[config.mk]
export PLATFORM = sky130hd
export DESIGN_NAME = log_stream_unpacker
export DESIGN_NICKNAME = d
export VERILOG_FILES = /design/src/rtl/log_stream_unpacker.sv
export SDC_FILE = /design/constraint.sdc
export NUM_CORES = 1
export LEC_CHECK = 0
export ABC_AREA = 1
export ABC_CLOCK_PERIOD_IN_PS = 41000
export BUFFER_PORTS_ARGS = -buffer_cell sky130_fd_sc_hd__buf_2
export CAP_MARGIN = 20
export CORE_MARGIN = 2
export CORE_UTILIZATION = 35
export DETAILED_ROUTE_END_ITERATION = 7
export HOLD_SLACK_MARGIN = 0.06
export PLACE_DENSITY = 0.63
export SLEW_MARGIN = 0
export SYNTH_ARGS = -nofsm -noshare
export SYNTH_HDL_FRONTEND = slang
export SYNTH_SLANG_ARGS = --single-unit
[constraint.sdc]
create_clock -name sysClk -period 41 [get_ports sysClk]
set_input_delay 8.2 -clock sysClk [delete_from_list [all_inputs] [get_ports sysClk]]
set_output_delay 8.2 -clock sysClk [all_outputs]
set_load 0.02 [all_outputs]
[src/rtl/log_stream_unpacker.sv]
// Log stream receiver: reassembles multi-beat log records and unpacks them.
// Checks record framing and presents each good record on a valid/ready port.
//
// Ports:
//   sysClk, sysReset         clock, asynchronous active-high reset
//   sysLogTDATA/TVALID/TLAST stream input, MSB word first
//   sysLogTREADY             stream ready (low while a record is held)
//   recValid, recReady       record handshake toward the consumer
//   rec*                     unpacked record fields and pad-error flag
//   sysCountClear            synchronous clear of the three counters
//   recordCount              saturating count of good records
//   shortErrCount            saturating count of short records
//   longErrCount             saturating count of long records

module log_stream_unpacker #(
    parameter int TIMESTAMP_WIDTH     = 64,
    parameter int INTERLOCKS_PER_NODE = 64,
    parameter int AXI_WIDTH           = 32,
    parameter int ACQ_INDEX_WIDTH     = 3,
    localparam int MAX_OUTPUTS        = 16
) (
    input  logic                           sysClk,
    input  logic                           sysReset,
    input  logic [AXI_WIDTH-1:0]           sysLogTDATA,
    input  logic                           sysLogTVALID,
    input  logic                           sysLogTLAST,
    output logic                           sysLogTREADY,
    output logic                           recValid,
    input  logic                           recReady,
    output logic                           recStrobeFlag,
    output logic [ACQ_INDEX_WIDTH-1:0]     recAcqIndex,
    output logic [MAX_OUTPUTS-1:0]         recOutputState,
    output logic [TIMESTAMP_WIDTH-1:0]     recTimestamp,
    output logic [INTERLOCKS_PER_NODE-1:0] recInputState,
    output logic [INTERLOCKS_PER_NODE-1:0] recInputTransitions,
    output logic                           recPadError,
    input  logic                           sysCountClear,
    output logic [15:0]                    recordCount,
    output logic [15:0]                    shortErrCount,
    output logic [15:0]                    longErrCount
);

    localparam int REC_WIDTH = 1 + ACQ_INDEX_WIDTH + MAX_OUTPUTS
                             + TIMESTAMP_WIDTH + 2 * INTERLOCKS_PER_NODE;
    localparam int BEATS      = (REC_WIDTH + AXI_WIDTH - 1) / AXI_WIDTH;
    localparam int ASM_WIDTH  = BEATS * AXI_WIDTH;
    localparam int BEAT_WIDTH = (BEATS > 1) ? $clog2(BEATS) : 1;

    localparam logic [BEAT_WIDTH-1:0] LAST_BEAT = BEAT_WIDTH'(BEATS - 1);

    // Field positions inside the record, LSB first.
    localparam int TRN_LSB = 0;
    localparam int IST_LSB = TRN_LSB + INTERLOCKS_PER_NODE;
    localparam int TS_LSB  = IST_LSB + INTERLOCKS_PER_NODE;
    localparam int OUT_LSB = TS_LSB + TIMESTAMP_WIDTH;
    localparam int ACQ_LSB = OUT_LSB + MAX_OUTPUTS;
    localparam int STB_BIT = REC_WIDTH - 1;

    typedef enum logic [1:0] {
        COLLECT = 2'd0,
        DISCARD = 2'd1,
        HOLD    = 2'd2
    } state_t;

    state_t                  state;
    state_t                  state_next;
    logic [BEAT_WIDTH-1:0]   beat;
    logic [BEAT_WIDTH-1:0]   beat_next;
    logic [ASM_WIDTH-1:0]    asm_q;
    logic [ASM_WIDTH-1:0]    asm_next;
    logic [REC_WIDTH-1:0]    rec_bits;
    logic                    ready;
    logic                    fire;
    logic                    take;
    logic                    short_inc;
    logic                    long_inc;
    logic                    pad_bad;

    // Shift view including the beat on the bus, so the final beat is
    // part of the latched record without an extra cycle.
    assign asm_next = (asm_q << AXI_WIDTH) | ASM_WIDTH'(sysLogTDATA);
    assign rec_bits = asm_next[REC_WIDTH-1:0];
    assign pad_bad  = |(asm_next >> REC_WIDTH);

    assign fire         = sysLogTVALID && ready;
    assign sysLogTREADY = ready;
    assign recValid     = (state == HOLD);

    always_comb begin
        state_next = state;
        beat_next  = beat;
        ready      = 1'b1;
        take       = 1'b0;
        short_inc  = 1'b0;
        long_inc   = 1'b0;
        unique case (state)
            COLLECT: begin
                if (fire) begin
                    if (beat == LAST_BEAT) begin
                        beat_next = '0;
                        if (sysLogTLAST) begin
                            take       = 1'b1;
                            state_next = HOLD;
                        end else begin
                            long_inc   = 1'b1;
                            state_next = DISCARD;
                        end
                    end else if (sysLogTLAST) begin
                        short_inc = 1'b1;
                        beat_next = '0;
                    end else begin
                        beat_next = beat + 1'b1;
                    end
                end
            end
            DISCARD: begin
                // Overlong record: swallow the tail up to its TLAST.
                if (fire && sysLogTLAST) begin
                    state_next = COLLECT;
                    beat_next  = '0;
                end
            end
            HOLD: begin
                ready = 1'b0;
                if (recReady) begin
                    state_next = COLLECT;
                end
            end
            default: begin
                state_next = COLLECT;
                beat_next  = '0;
            end
        endcase
    end

    always_ff @(posedge sysClk or posedge sysReset) begin
        if (sysReset) begin
            state <= COLLECT;
            beat  <= '0;
        end else begin
            state <= state_next;
            beat  <= beat_next;
        end
    end

    always_ff @(posedge sysClk or posedge sysReset) begin
        if (sysReset) begin
            asm_q <= '0;
        end else if (fire) begin
            asm_q <= asm_next;
        end
    end

    always_ff @(posedge sysClk or posedge sysReset) begin
        if (sysReset) begin
            recStrobeFlag       <= 1'b0;
            recAcqIndex         <= '0;
            recOutputState      <= '0;
            recTimestamp        <= '0;
            recInputState       <= '0;
            recInputTransitions <= '0;
            recPadError         <= 1'b0;
        end else if (take) begin
            recStrobeFlag       <= rec_bits[STB_BIT];
            recAcqIndex         <= rec_bits[ACQ_LSB +: ACQ_INDEX_WIDTH];
            recOutputState      <= rec_bits[OUT_LSB +: MAX_OUTPUTS];
            recTimestamp        <= rec_bits[TS_LSB +: TIMESTAMP_WIDTH];
            recInputState       <= rec_bits[IST_LSB +: INTERLOCKS_PER_NODE];
            recInputTransitions <= rec_bits[TRN_LSB +: INTERLOCKS_PER_NODE];
            recPadError         <= pad_bad;
        end
    end

    // Clear has priority over any increment in the same cycle.
    always_ff @(posedge sysClk or posedge sysReset) begin
        if (sysReset) begin
            recordCount   <= '0;
            shortErrCount <= '0;
            longErrCount  <= '0;
        end else if (sysCountClear) begin
            recordCount   <= '0;
            shortErrCount <= '0;
            longErrCount  <= '0;
        end else begin
            if (take && recordCount != 16'hFFFF) begin
                recordCount <= recordCount + 16'd1;
            end
            if (short_inc && shortErrCount != 16'hFFFF) begin
                shortErrCount <= shortErrCount + 16'd1;
            end
            if (long_inc && longErrCount != 16'hFFFF) begin
                longErrCount <= longErrCount + 16'd1;
            end
        end
    end

endmodule

==> results.yml <==
critical_path:
  rrSetupSlack_ns: 37.06
  critical_path.startpoint_type: "input port"
  r2r_end: "recInputState[29]$_DFFE_PP0P_"
  slowest_stage: "buf_4"
  r2r_start: "beat[0]$_DFFE_PP0P_"
  crit_path_max_fanout: 95
  critPathTopFamily: "buffers and inverters"
  r2r.worst_path.cells: 9
  path_class: "input port to register"
  path_buf_inv: 3
  endpoint_kind: "register"
  slowest_delay_ns: 0.97
  crit_chain: "buf_2, nand2_1, nand3b_4, buf_4, buf_4, nand2_1, o21ai_1"
  arrival_ns: 11.44
  crit_required_ns: 41.49
cells_and_area:
  regArea_mm2: 0.0115
  fin_cells: 2992
  area_delta_synth_final_pct: 18.7
  nets: 2303
  drive_gt1_frac: 0.240
  nFillCells: 5259
  multi_input_area_mm2: 0.00597
  diodes: 0
power_and_ir_drop:
  switchingPower_uw: 371
  p_leak_nw: 11.6
  p_comb_frac: 0.172
  pwr-share-clk: 0.377
  sw_frac_of_total: 0.300
  p_int_uw: 866
  power_density_mw_per_mm2: 55.0
  ir_drop_uv: 34.8
  seqPwrFrac: 0.451
synth:
  synth.most_common_cell: "nand2_1"
  synth_cell_types: 30
  synth_ff_type: "dfrtp_1"
  yosysSeqAreaShare: 0.604
  synth_commonest_cells: "nand2_1, dfrtp_1, inv_1, o21ai_0, o21ai_2"
  synthArstFlopShare: 1.00
  synthesis.nets: 2036
  synth_area_per_cell_um2: 9.51
  synth_edf_count: 0
  synth_top_area_share: 0.604
  ys_ff_latch: 458
  syn-cell-area_mm2: 0.0190
  synth_top_area_cell: "dfrtp_1"
  synthTopCellsByArea: "dfrtp_1, nand2_1, o21ai_2"
  synthesis.instances: 1993
  yosysWarnings: 0
placed_design:
  dp_hpwl_mm: 29.7
  place_inst: 2904
  gp_congestion: 0.842
  numPortBuffers: 300
clock_tree:
  cts_tree: "done"
  cts_buffers: 50
  cts.sink_count: 458
  cts_root_buffer: "clkbuf_16"
  cts_resized: 0
  clock_latency_ns: 0.60
  path_clk_slew_ns: 0.06
  post-cts-setup-buffers: 0
  postCtsHoldBufs: 0
  htreeDepth: 2
  cts_buffer_depth: 3
floorplan:
  die_area_mm2: 0.0561
  top_level_ports: 301
  fp.dieW_um: 237
  core_mm2: 0.0537
  die_h_um: 237
  initial_core_util: 0.353
  fp-row-count: 85
global_routing:
  gr-total-overflow: 0
  use_met3: 0.0466
  grt_max_degree: 263
  grt_pass1_wl_mm: 71.8
  track_usage: 0.157
  grt_pass1_vias: 13100
  grt.busiest_layer: "met1"
  antenna_found_initial: 0
  met2_usage: 0.225
  gr-usage-met1: 0.230
timing:
  tightestPinTransition_ns: 1.27
  period_minus_slack_ns: 10.95
  fmax_mhz: 91.4
  finalCritPeriodShare: 0.267
  finalClockSkew_ns: 0.0264
  rsz0062_at_grt: "false"
  setup_viol: 0
  maxSlewViolCount: 0
  maxSlewHeadroom: 0.152
  tns_ns: 0
  hold_violations: 0
routing:
  wire_per_inst_um: 14.7
  drt_iter0_drc: 1077
  drc: 0
  routed-via-count: 13600
  ant_nets: 0
  drt-total-wl_mm: 43.9
  firstDrtPassIters: 5
  vias_per_cell: 4.56
worst_hold_path:
  whs_endpoint: "recOutputState[4]$_DFFE_PP0P_"
  holdCritStartpoint: "asm_q[164]$_DFFE_PP0N_"
  min_path_type: "register to register"
  hold_depth: 2
job:
  drv_cap: 0
status:
  status: "finished, final reports clean"
sequential cells by signal (all words and copies together) (netlist names):
signal / count
longErrCount: 16
shortErrCount: 16
beat: 3
recPadError: 1
state: 2
recStrobeFlag: 1
recordCount: 16
recOutputState: 16
recInputTransitions: 64
asm_q: 192
recInputState: 64
recTimestamp: 64
recAcqIndex: 3
layout by cell type (no fill, tap or decap), drive strengths merged, types with 11 or more instances in the layout:
master and count:
buf 311, clkbuf 70, inv 234, xor2 20, clkinv 11, nand4 11
nor2 60, o21ai 406, nand2 622, nand3 57, dfrtp 458
per-stage QoR:
stage	util	setup WS, ns	instance area, um2	power [mW]	hold slack, ns
after floorplan	-	20.03	19000	0.702	0.442
after global placement	0.387	29.39	20800	0.777	0.452
after detailed placement	0.387	29.27	20800	0.783	0.455
after CTS	0.419	29.91	22500	1.26	0.470
after global routing	0.419	29.50	22500	1.30	0.487
final	0.419	30.05	22500	1.24	0.464
layer usage:
metal  vias up  part of all wire
met5         -                 0
li1       6842                 -
met2       309              0.42
met1      6416              0.49
met4         0             0.023
met3        72             0.072
worst max path at each step:
stage / depth (start not counted) / start / to
floorplan: 1 / sysReset / asm_q[0]$_DFFE_PP0N_
global placement: 5 / sysReset / asm_q[50]$_DFFE_PP0N_
detailed placement: 5 / sysReset / asm_q[50]$_DFFE_PP0N_
CTS: 5 / sysReset / recInputState[51]$_DFFE_PP0P_
global route: 5 / sysReset / recInputState[51]$_DFFE_PP0P_
finish: 7 / sysLogTLAST / recInputState[29]$_DFFE_PP0P_
power groups by stage:
stage               sequential [mW]  clock (mW)  combinational [mW]
detailed placement            0.565           0               0.217
finish                        0.558       0.466               0.213
global placement              0.564           0               0.213
floorplan                     0.609           0              0.0929
CTS                           0.559       0.480               0.217
global route                  0.567       0.499               0.237
layout make-up:
type                            count  area share
Tap cell                          696      0.0387
Inverter                          234      0.0393
Clock buffer                       70      0.0661
Clock inverter                     18      0.0110
Sequential cell                   458       0.509
Multi-Input combinational cell   1205       0.265
Timing Repair Buffer              311      0.0709
worst reg2reg max path: cells and delay by family (launching register included):
kind / cells / cell delay (ns)
adder cells (fa/ha/maj): 1 / 0.20
AO/OA/AOI/OAI: 1 / 0.14
AND/OR/NAND/NOR: 3 / 1.00
buffers and inverters: 4 / 2.18
flip-flops: 1 / 0.35
logic make-up (layout without fill, tap and decap cells):
family | count (synthesis) | count (layout) | share of synthesized area
AND/OR/NAND/NOR | 758 | 758 | 0.161
flip-flops | 458 | 458 | 0.604
AO/OA/AOI/OAI | 415 | 415 | 0.136
buffers and inverters | 330 | 633 | 0.0821
XOR/XNOR | 27 | 27 | 0.0125
adder cells (fa/ha/maj) | 5 | 5 | 0.00330
Note: power is estimated with default switching activity, not from simulation.
